$ cat src/rtl/hazard_sched.sv
// hazard_sched -- stall and forwarding scheduler for a 5-stage MIPS pipeline
// (F/D/E/M/W).
//
// The D-stage instruction is decoded into its source operands, their Tuse,
// its destination register (A3) and its Tnew. A3/Tnew and the source fields
// then travel down E, M and W inside this block. From that state the block
// drives the global stall and every bypass mux select. It also runs a busy
// counter for the multiply/divide unit and holds HI/LO-class instructions
// in D while that unit is busy.
//
// Ports:
//   clk       in   1   system clock, rising edge
//   reset     in   1   asynchronous reset, active low
//   IR_D      in  32   instruction currently in D
//   stall     out  1   freeze PC and D, inject a bubble into E
//   fwd_rs_d  out  2   D rs bypass: 0 GRF, 1 E (jal PC+8), 2 M, 3 W
//   fwd_rt_d  out  2   D rt bypass, same encoding
//   fwd_rs_e  out  2   E rs bypass: 0 pipeline reg, 2 M, 3 W
//   fwd_rt_e  out  2   E rt bypass, same encoding
//   fwd_rt_m  out  1   M rt (sw data) bypass: 0 pipeline reg, 1 W
//   md_busy   out  1   multiply/divide unit busy
module hazard_sched #(
    parameter int MULT_CYCLES = 5,
    parameter int DIV_CYCLES  = 10,
    parameter int CNT_W       = 4    // must be wide enough to hold DIV_CYCLES
) (
    input  logic        clk,
    input  logic        reset,
    input  logic [31:0] IR_D,
    output logic        stall,
    output logic [1:0]  fwd_rs_d,
    output logic [1:0]  fwd_rt_d,
    output logic [1:0]  fwd_rs_e,
    output logic [1:0]  fwd_rt_e,
    output logic        fwd_rt_m,
    output logic        md_busy
);

    typedef enum logic [3:0] {
        I_NOP, I_ADDU, I_SUBU, I_ORI, I_LUI, I_LW, I_SW, I_BEQ,
        I_J, I_JAL, I_JR, I_MULT, I_DIV, I_MFHI, I_MFLO
    } instr_e;

    localparam logic [5:0] OP_SPECIAL = 6'h00;
    localparam logic [5:0] OP_J       = 6'h02;
    localparam logic [5:0] OP_JAL     = 6'h03;
    localparam logic [5:0] OP_BEQ     = 6'h04;
    localparam logic [5:0] OP_ORI     = 6'h0d;
    localparam logic [5:0] OP_LUI     = 6'h0f;
    localparam logic [5:0] OP_LW      = 6'h23;
    localparam logic [5:0] OP_SW      = 6'h2b;

    localparam logic [5:0] F_JR   = 6'h08;
    localparam logic [5:0] F_MFHI = 6'h10;
    localparam logic [5:0] F_MFLO = 6'h12;
    localparam logic [5:0] F_MULT = 6'h18;
    localparam logic [5:0] F_DIV  = 6'h1a;
    localparam logic [5:0] F_ADDU = 6'h21;
    localparam logic [5:0] F_SUBU = 6'h23;

    // ------------------------------------------------------------------
    // D-stage decode
    // ------------------------------------------------------------------
    logic [5:0] op, func;
    logic [4:0] rs, rt, rd;
    logic       unused_shamt;

    assign op           = IR_D[31:26];
    assign rs           = IR_D[25:21];
    assign rt           = IR_D[20:16];
    assign rd           = IR_D[15:11];
    assign func         = IR_D[5:0];
    assign unused_shamt = ^IR_D[10:6];

    instr_e d_cls;

    // NOTE: every signal written in an always_comb gets a default on the
    // first line. Then no path through the case tree can leave it unassigned,
    // so no latch is inferred.
    always_comb begin
        d_cls = I_NOP;
        if (op == OP_SPECIAL) begin
            case (func)
                F_ADDU:  d_cls = I_ADDU;
                F_SUBU:  d_cls = I_SUBU;
                F_JR:    d_cls = I_JR;
                F_MULT:  d_cls = I_MULT;
                F_DIV:   d_cls = I_DIV;
                F_MFHI:  d_cls = I_MFHI;
                F_MFLO:  d_cls = I_MFLO;
                default: d_cls = I_NOP;
            endcase
        end else begin
            case (op)
                OP_ORI:  d_cls = I_ORI;
                OP_LUI:  d_cls = I_LUI;
                OP_LW:   d_cls = I_LW;
                OP_SW:   d_cls = I_SW;
                OP_BEQ:  d_cls = I_BEQ;
                OP_J:    d_cls = I_J;
                OP_JAL:  d_cls = I_JAL;
                default: d_cls = I_NOP;
            endcase
        end
    end

    // A source the instruction does not read is reported as register 0.
    // Register 0 never matches, so an unread source imposes no constraint
    // and never forwards.
    logic [4:0] d_rs, d_rt, d_a3;
    logic [1:0] d_tuse_rs, d_tuse_rt, d_tnew;

    always_comb begin
        d_rs      = 5'd0;
        d_rt      = 5'd0;
        d_tuse_rs = 2'd0;
        d_tuse_rt = 2'd0;
        d_a3      = 5'd0;
        d_tnew    = 2'd0;
        case (d_cls)
            I_ADDU, I_SUBU: begin
                d_rs = rs; d_tuse_rs = 2'd1;
                d_rt = rt; d_tuse_rt = 2'd1;
                d_a3 = rd; d_tnew    = 2'd1;
            end
            I_ORI: begin
                d_rs = rs; d_tuse_rs = 2'd1;
                d_a3 = rt; d_tnew    = 2'd1;
            end
            I_LUI: begin
                d_a3 = rt; d_tnew = 2'd1;
            end
            I_LW: begin
                d_rs = rs; d_tuse_rs = 2'd1;
                d_a3 = rt; d_tnew    = 2'd2;
            end
            I_SW: begin
                d_rs = rs; d_tuse_rs = 2'd1;
                d_rt = rt; d_tuse_rt = 2'd2;
            end
            I_BEQ: begin
                d_rs = rs; d_tuse_rs = 2'd0;
                d_rt = rt; d_tuse_rt = 2'd0;
            end
            I_JR: begin
                d_rs = rs; d_tuse_rs = 2'd0;
            end
            I_JAL: begin
                d_a3 = 5'd31; d_tnew = 2'd0;
            end
            I_MULT, I_DIV: begin
                d_rs = rs; d_tuse_rs = 2'd1;
                d_rt = rt; d_tuse_rt = 2'd1;
            end
            I_MFHI, I_MFLO: begin
                d_a3 = rd; d_tnew = 2'd1;
            end
            default: ;
        endcase
    end

    // ------------------------------------------------------------------
    // Per-stage state carried down the pipe
    // ------------------------------------------------------------------
    logic [4:0]       e_a3, e_rs, e_rt, m_a3, m_rt, w_a3;
    logic [1:0]       e_tnew, m_tnew, w_tnew;
    logic [CNT_W-1:0] md_cnt;

    function automatic logic [1:0] tnew_dec(input logic [1:0] t);
        return (t == 2'd0) ? 2'd0 : t - 2'd1;
    endfunction

    // A producer in stage X blocks a D consumer only if its result is not
    // ready by the time the consumer needs it (Tnew > Tuse).
    function automatic logic raw_block(input logic [4:0] src, input logic [1:0] tuse,
                                       input logic [4:0] a3,  input logic [1:0] tnew);
        return (src != 5'd0) && (src == a3) && (tnew > tuse);
    endfunction

    // A stage can supply a bypass only once its result exists (Tnew = 0).
    function automatic logic fwd_hit(input logic [4:0] src, input logic [4:0] a3,
                                     input logic [1:0] tnew);
        return (tnew == 2'd0) && (a3 != 5'd0) && (a3 == src);
    endfunction

    // ------------------------------------------------------------------
    // Stall
    // ------------------------------------------------------------------
    logic d_is_md, d_md_start, reg_stall, md_stall;

    assign d_is_md  = (d_cls == I_MULT) || (d_cls == I_DIV) ||
                      (d_cls == I_MFHI) || (d_cls == I_MFLO);
    assign md_busy  = (md_cnt != '0);
    assign md_stall = d_is_md && md_busy;

    assign reg_stall = raw_block(d_rs, d_tuse_rs, e_a3, e_tnew) ||
                       raw_block(d_rt, d_tuse_rt, e_a3, e_tnew) ||
                       raw_block(d_rs, d_tuse_rs, m_a3, m_tnew) ||
                       raw_block(d_rt, d_tuse_rt, m_a3, m_tnew);

    assign stall = reg_stall || md_stall;

    // The counter loads only on the edge where mult/div actually leaves D.
    assign d_md_start = ((d_cls == I_MULT) || (d_cls == I_DIV)) && !stall;

    // ------------------------------------------------------------------
    // Bypass selects: youngest ready producer wins (E > M > W)
    // ------------------------------------------------------------------
    always_comb begin
        fwd_rs_d = 2'd0;
        if      (fwd_hit(d_rs, e_a3, e_tnew)) fwd_rs_d = 2'd1;
        else if (fwd_hit(d_rs, m_a3, m_tnew)) fwd_rs_d = 2'd2;
        else if (fwd_hit(d_rs, w_a3, w_tnew)) fwd_rs_d = 2'd3;

        fwd_rt_d = 2'd0;
        if      (fwd_hit(d_rt, e_a3, e_tnew)) fwd_rt_d = 2'd1;
        else if (fwd_hit(d_rt, m_a3, m_tnew)) fwd_rt_d = 2'd2;
        else if (fwd_hit(d_rt, w_a3, w_tnew)) fwd_rt_d = 2'd3;

        fwd_rs_e = 2'd0;
        if      (fwd_hit(e_rs, m_a3, m_tnew)) fwd_rs_e = 2'd2;
        else if (fwd_hit(e_rs, w_a3, w_tnew)) fwd_rs_e = 2'd3;

        fwd_rt_e = 2'd0;
        if      (fwd_hit(e_rt, m_a3, m_tnew)) fwd_rt_e = 2'd2;
        else if (fwd_hit(e_rt, w_a3, w_tnew)) fwd_rt_e = 2'd3;

        fwd_rt_m = fwd_hit(m_rt, w_a3, w_tnew);
    end

    // ------------------------------------------------------------------
    // Stage shift and multiply/divide busy counter
    // ------------------------------------------------------------------
    // NOTE: sequential state uses non-blocking assignments. All right-hand
    // sides are sampled before any register updates, so M really captures
    // the old E and W captures the old M.
    always_ff @(posedge clk or negedge reset) begin
        if (!reset) begin
            e_a3   <= 5'd0;
            e_rs   <= 5'd0;
            e_rt   <= 5'd0;
            e_tnew <= 2'd0;
            m_a3   <= 5'd0;
            m_rt   <= 5'd0;
            m_tnew <= 2'd0;
            w_a3   <= 5'd0;
            w_tnew <= 2'd0;
            md_cnt <= '0;
        end else begin
            if (stall) begin
                e_a3   <= 5'd0;
                e_rs   <= 5'd0;
                e_rt   <= 5'd0;
                e_tnew <= 2'd0;
            end else begin
                e_a3   <= d_a3;
                e_rs   <= d_rs;
                e_rt   <= d_rt;
                e_tnew <= d_tnew;
            end
            m_a3   <= e_a3;
            m_rt   <= e_rt;
            m_tnew <= tnew_dec(e_tnew);
            w_a3   <= m_a3;
            w_tnew <= tnew_dec(m_tnew);

            if (d_md_start)
                md_cnt <= (d_cls == I_DIV) ? CNT_W'(DIV_CYCLES) : CNT_W'(MULT_CYCLES);
            else if (md_cnt != '0)
                md_cnt <= md_cnt - CNT_W'(1);
        end
    end

endmodule

$ cat config.mk
export PLATFORM = sky130hd
export DESIGN_NAME = hazard_sched
export DESIGN_NICKNAME = d
export VERILOG_FILES = /design/src/rtl/hazard_sched.sv
export SDC_FILE = /design/constraint.sdc
export NUM_CORES = 1
export LEC_CHECK = 0
export ABC_AREA = 0
export CAP_MARGIN = 25
export CORE_MARGIN = 1
export CORE_UTILIZATION = 40
export DETAILED_ROUTE_END_ITERATION = 7
export PLACE_DENSITY = 0.67
export SETUP_SLACK_MARGIN = 0.5
export SLEW_MARGIN = 20
export SYNTH_ARGS = -nofsm -noshare
export SYNTH_HDL_FRONTEND = slang
export SYNTH_SLANG_ARGS = --single-unit
$ cat constraint.sdc
create_clock -name clk -period 4.27 [get_ports clk]
set_clock_uncertainty 0.2 [all_clocks]
set_input_delay 0.6405 -clock clk [delete_from_list [all_inputs] [get_ports clk]]
set_output_delay 0.6405 -clock clk [all_outputs]
set_load 0.005 [all_outputs]
# Word level (Yosys, flattened, before mapping)
# Index checks and enable logic that the tools add are counted.
[word_totals]
ff_bits = 40
input_bits = 34
word_cells = 137
[classes]
addsub = 3
order_cmp = 4
eq_ne = 42
muxes = 28
n_reduce_logical = 50
[op_table]
columns = ["cell", "count"]
rows = [
  ["$eq A5 B5 Y1", 15],
  ["$pmux W4 S7", 2],
  ["$mux W2", 13],
  ["$mux W5", 5],
  ["$reduce_bool A5 Y1", 5],
  ["$eq A4 B4 Y1 const B", 6],
  ["$eq A6 B5 Y1 const B", 4],
  ["$eq A6 B6 Y1 const B", 4],
  ["$logic_and A1 B1 Y1", 24],
  ["$eq A6 B4 Y1 const B", 3],
  ["$eq A4 B3 Y1 const B", 4],
  ["$mux W4", 4],
  ["$pmux W5 S3", 1],
  ["$eq A6 B2 Y1 const B", 2],
  ["$reduce_or A6 Y1", 2],
  ["$reduce_or A9 Y1", 1],
  ["$eq A4 B2 Y1 const B", 2],
  ["$gt A2 B2 Y1", 4],
  ["$pmux W2 S2", 2],
  ["$reduce_or A4 Y1", 2],
  ["$logic_or A1 B1 Y1", 7],
  ["$reduce_or A7 Y1", 1],
  ["$eq A6 B3 Y1 const B", 1],
  ["$logic_not A2 Y1", 3],
  ["other kinds (9)", 10],
]

# Longest topological paths before layout
# Gate-level depths: netlist of run 1.
[depth]
word_depth = 16
depth_mapped = 18
depth_no_buf = 15

# Least setup slack after synthesis of run 1
# OpenSTA, ideal clock, no wires.
[synth_timing]
path_kind = "input port to output port"
startpoint = "input IR_D[31]"
endpoint = "output stall"
arrival_time_ns = 3.750
required_time_ns = 3.429
slack_ns = -0.320
stages = 16
path_buffers = 3
cell_sequence = "or4_4 or3_1 buf_2 a2111oi_4 nor3_2 buf_6 nor2_1 nor2_1 o22ai_1 ha_1 nor2_1 o21ai_0 o32ai_1 a2bb2oi_2 o311ai_4 buf_6"
[synth_via]
elab_chain_cells = 13
[synth_lines]
columns = ["element", "line", "text"]
rows = [
  ["start, declared", "29", "input logic [31:0] IR_D,"],
  ["$eq A6 B2 Y1 (tied with other cells)", "94", "case (op)"],
  ["$pmux W4 S7", "94", ""],
  ["$mux W4 (*)", "82", "if (op == OP_SPECIAL) begin"],
  ["$eq A4 B4 Y1 (tied with other cells)", "120, 191", ""],
  ["$reduce_or A9 Y1 (no line) or $reduce_or A6 Y1 (tied branches)", "-", ""],
  ["$mux W5", "120", "case (d_cls)"],
  ["$eq A5 B5 Y1 or $reduce_bool A5 Y1 (tied branches)", "177", "return (src != 5'd0) && (src == a3) && (tnew > tuse);"],
  ["$logic_and A1 B1 Y1 (2 in a row)", "177", ""],
  ["$logic_or A1 B1 Y1", "196", "assign reg_stall = raw_block(d_rs, d_tuse_rs, e_a3, e_tnew) ||"],
  ["$logic_or A1 B1 Y1", "197", "raw_block(d_rt, d_tuse_rt, e_a3, e_tnew) ||"],
  ["$logic_or A1 B1 Y1", "198", "raw_block(d_rs, d_tuse_rs, m_a3, m_tnew) ||"],
  ["$logic_or A1 B1 Y1 (*)", "201", "assign stall = reg_stall || md_stall;"],
  ["end, declared", "30", "output logic stall,"],
]
# Every way passes the cells marked *; elsewhere a longest branch is shown, timed or not.

# Worst setup path after layout of run 1
[layout_timing]
startpoint = "input IR_D[2]"
endpoint = "output fwd_rt_d[1]"
[layout_via]
elab_chain_cells = 11
[layout_lines]
columns = ["element", "line", "text"]
rows = [
  ["$eq A6 B5 Y1 (tied with other cells)", "83", "case (func)"],
  ["$pmux W4 S7 (*)", "83", ""],
  ["$mux W4 (*)", "82", ""],
  ["$eq A4 B4 Y1 (tied with other cells)", "120", ""],
  ["$reduce_or A6 Y1 (no line) (*)", "-", ""],
  ["$mux W5 (*)", "120", ""],
  ["$eq A5 B5 Y1", "183", "return (tnew == 2'd0) && (a3 != 5'd0) && (a3 == src);"],
  ["$logic_and A1 B1 Y1", "183", ""],
  ["$mux W2", "218", "else if (fwd_hit(d_rt, w_a3, w_tnew)) fwd_rt_d = 2'd3;"],
  ["$mux W2", "217", "else if (fwd_hit(d_rt, m_a3, m_tnew)) fwd_rt_d = 2'd2;"],
  ["$mux W2 (*)", "216", "if (fwd_hit(d_rt, e_a3, e_tnew)) fwd_rt_d = 2'd1;"],
  ["end, declared", "32", "output logic [1:0] fwd_rt_d,"],
]
# Marks and branches as above.

==> results, run 1 <==
- The run finished, with violations left.
- The checks that failed: negative setup slack.
- The number of nets handed over by synthesis was 428.
- For this block, the via count after detailed routing is 3,499.
- The count of different cell masters after synthesis is 65.
- The combined area of all synthesized cells is between 0.003 and 0.004 mm^2.
- The TritonCTS clock tree is yes.
- After synthesis, the mean cell area works out to between 8 and 9 um^2.
- The filler-free cell count of the finished design is 598.
- Entering global routing, the biggest net connects 41 pins.
- The I/O pin total is 45.
- The violation count after the first detailed-route iteration is 190.
- The effective utilization at floorplan is 0.418.
- The average vias per placed instance is ~6.
- After detailed routing, the number of remaining DRC violations is 0.
- The timing-limited maximum frequency is between 0.2 and 0.25 GHz.
- The number of hold violations in the final report is 0.
- The largest area contributor in the synthesized netlist is dfrtp_1.
- In the final routed layout, each cell accounts on average for between 15 and 20 um.
- The core region is 0.00777 mm^2.
- The signal on the critical path passes through clkdlybuf4s50_1 -> or4_4 -> a221oi_4 -> o211ai_1 -> a2111oi_2 -> a2111oi_1 -> buf_4 -> o211ai_2 -> o311ai_1 -> or3_1 -> a21boi_2 -> buf_2.
- Synthesis produced between 300 and 400 cells.
- The number of antenna violations at the first check in global routing was 0.
- The area of the die is between 0.008 and 0.009 mm^2.
- The die extent in y is between 90 and 100 um.
- The type of the setup path with the least slack is primary input to primary output.
- STA classifies the critical path startpoint as a primary input.
- The summed negative setup slack over all endpoints is -1470 ps.
- The pin slew with the least headroom to its limit is about 900 ps.
- Power spread over the standard cell area amounts to between 200 and 300 mW/mm^2.
- The number of synthesized register bits is 40.
- The clock insertion delay at the later pin of the skew report is 300 ps.
- The area occupied by multi-input gates is ~0.0024 mm^2.
- At the worst endpoint, the required time is between 3000 and 4000 ps.
- The clock transition at the registers of the reported paths is about 80 ps.
- The filler cells instantiated in the layout total 671.
- On the worst path, the slowest cell contributes a delay of about 550 ps.
- For the worst setup path, the data arrival time is roughly 3800 ps.
- The routability congestion estimate from global placement is around 0.97.
- On the critical path the largest part of the delay comes from compound AO/OA/AOI/OAI gates.
- The total count of max-transition violations in the final report is 0.
- The antenna diode count is 0.
- The area of all sequential standard cells is between 0.001 and 0.0015 mm^2.
- On the critical path, the stage with the largest delay is an instance of or4_4.
- For this design the static power due to leakage is between 0.002 and 0.0025 uW.
- In this run the clock root is driven by a clkbuf_8.
- For the worst flop-to-flop path, the logic depth is 13.
- In this run the critical register-to-register path is launched from e_a3[0].
- Across all setup checks in the final design, the least slack found is -333 ps.
- Counting the buffers created by CTS gives 5.
- The share of synthesized area in the top cell type comes to 0.308.
- The share of flip-flops with an asynchronous set or reset after synthesis is 1.00.
- In this run the register-to-register setup slack is around 930 ps.
- After detailed routing, the total wire length is 10,700 um.
- Yosys attributes the largest share of cell area to dfrtp_1 (31%), xnor2_1 (5.7%), xor2_1 (4.9%).
- The longest clock path from root to sink contains 2 buffers.
- The count of buffers inserted at the top-level ports is 39.
- The net count reported at finish is ~540.
- The tightest min-delay check is of the flip-flop to flip-flop type.
- Clock tree synthesis found a total of 40 sinks.
- The wire-length estimate of the detail-placed layout is about 7300 um.
- IR analysis of the VDD net gives a maximum drop of 0.115 mV.
- The total overflow left after global routing is 0.
- From left edge to right edge, the die measures slightly above 90 um.
- The largest fanout on the critical path is 2.
- Counting both buffers and inverters, the worst setup path holds a total of 3.
- The minimum clock period after layout is between 4000 and 5000 ps.
- The first global-routing pass estimated approximately 16,000 um of wire.
- In this run the number of H-tree levels came out at 2.
- The via count of the first global-routing pass is approximately 3,400.
- The area overhead of the layout relative to synthesis is 47.5%.
- In the finished design, the share of the clock period the worst path needs comes to 1.08.
- Row generation in the floorplan step produced 32 rows.
- Counting instances, the worst hold path has a depth of 0.
- The number of nets with antenna violations after detailed routing is 0.
- The worst hold path terminates at m_rt[3].
- The Yosys step of the flow raised 0 warnings.
- The number of cells in the design after placement is ~570.
- The worst reg2reg path endpoint is e_tnew[0].
- The most critical setup path has its startpoint at IR_D[2].
- Setup repair after global routing could not meet its margin everywhere.
- Of the cells placed in the final design, the portion with a size suffix greater than 1 is 0.339.
- Setup violations remaining at the end of the flow were counted as 5.
- The worst slew margin relative to its limit is 0.402.
- The count of flip-flops with a built-in enable after synthesis is 0.
- The worst hold path startpoint is e_rt[3].
- The prevailing post-synth register cell is dfrtp_1.
- The count of maximum capacitance violations is 0.
- The worst setup path is captured at a primary output.
- For this run, the register share of the synthesized area comes to 0.308.
- The number of iterations in the first detailed-routing pass is 4.
- The global-route usage over all layers is 0.248.
cell usage in the layout (no fill, tap or decap), types with 5 or more instances in the layout:
cell / Yosys / final
nand2b_1: 6 / 5
dfrtp_1: 40 / 40
clkdlybuf4s50_1: 0 / 23
nand3_1: 6 / 5
nor2_1: 39 / 35
ha_1: 8 / 7
buf_6: 2 / 14
a21oi_1: 15 / 13
nand4_1: 8 / 8
buf_2: 2 / 7
nor2b_1: 6 / 5
or2_2: 6 / 5
xnor2_1: 21 / 21
buf_4: 1 / 73
inv_1: 22 / 21
clkbuf_8: 0 / 6
xor2_1: 18 / 18
o21ai_0: 25 / 17
a221oi_1: 11 / 10
nand2_1: 24 / 18
o211ai_1: 5 / 5
nor3_1: 14 / 10
metrics by stage:
step / cell area (um^2) / hold slack (ps) / worst slack [ps] / power, uW / util
2_1_floorplan: 3290 / 145 / -255 / 729 / -
3_3_place_gp: 4160 / 215 / -1050 / 915 / 0.535
3_5_place_dp: 4160 / 225 / -1120 / 932 / 0.535
4_1_cts: 4500 / 244 / -383 / 1280 / 0.580
5_1_grt: 4790 / 258 / -432 / 1390 / 0.616
6_report: 4790 / 242 / -333 / 1320 / 0.616
what timing repair did:
action / 4_1_cts / 5_1_grt
cloned: 2 / 0
endpoints found under the setup margin: 26 / 27
resized for setup: 74 / 48
buffers inserted: 14 / 7
hold buffers: 0 / 0
pin swaps: 25 / 24
Yosys cell counts (5+ instances only):
| cell | number |
|---|---|
| a21oi_1 | 15 |
| a221oi_1 | 11 |
| clkbuf_1 | 18 |
| dfrtp_1 | 40 |
| ha_1 | 8 |
| inv_1 | 22 |
| nand2_1 | 24 |
| nand2b_1 | 6 |
| nand3_1 | 6 |
| nand4_1 | 8 |
| nor2_1 | 39 |
| nor2b_1 | 6 |
| nor3_1 | 14 |
| o211ai_1 | 5 |
| o21ai_0 | 25 |
| or2_2 | 6 |
| xnor2_1 | 21 |
| xor2_1 | 18 |
flip-flops by register name, indices dropped and copies added (netlist names):
register / flops
e_a3: 5
e_rs: 5
e_rt: 5
e_tnew: 2
m_a3: 5
m_rt: 5
m_tnew: 2
md_cnt: 4
w_a3: 5
w_tnew: 2
layer usage:
layer | share of wire | GRT usage
met1 | 0.40 | 0.276
met2 | 0.51 | 0.433
met3 | 0.041 | 0.0398
met4 | 0.043 | 0.163
met5 | 0 | 0
cells by family (layout without fill, tap and decap cells):
group                      Yosys count  after routing  share of synthesized area
AOI/OAI and AO/OA                  106            106                      0.247
xor gates and xnor gates            39             39                      0.105
adders and majority gates            8              8                     0.0308
buffers and inverters               46            156                     0.0601
DFF                                 40             40                      0.308
muxes                                3              3                    0.00964
and+or+nand+nor                    144            144                      0.239
power breakdown:
group          switching [uW]  internal (uW)
clock                     137            191
combinational             264            272
sequential               45.7            415
total                     446            878
final cells by class:
class,count,area share
Multi-Input combinational cell,300,0.496
Timing Repair Buffer,126,0.225
Sequential cell,40,0.209
Tap cell,102,0.0267
Clock buffer,6,0.0173
Inverter,22,0.0173
Clock inverter,2,0.00810
worst max path at each step:
stage               slack [ps]     endpoint  cells after the start
floorplan                 -260        stall                     15
global placement         -1050        stall                     14
detailed placement       -1120        stall                     14
CTS                       -380  fwd_rt_d[1]                     13
global route              -430  fwd_rt_d[1]                     15
finish                    -330  fwd_rt_d[1]                     12
Power figures use the tool's default switching activity.
==> inputs of run 2 (changes only) <==
--- a/config.mk
+++ b/config.mk
@@ -10,6 +10,7 @@
 export CORE_MARGIN = 1
 export CORE_UTILIZATION = 40
 export DETAILED_ROUTE_END_ITERATION = 7
+export HOLD_SLACK_MARGIN = 0.06
 export PLACE_DENSITY = 0.67
 export SETUP_SLACK_MARGIN = 0.5
 export SLEW_MARGIN = 20
==> results of run 2 <==
Final layout, timing and power as in run 1 (identical DEF).
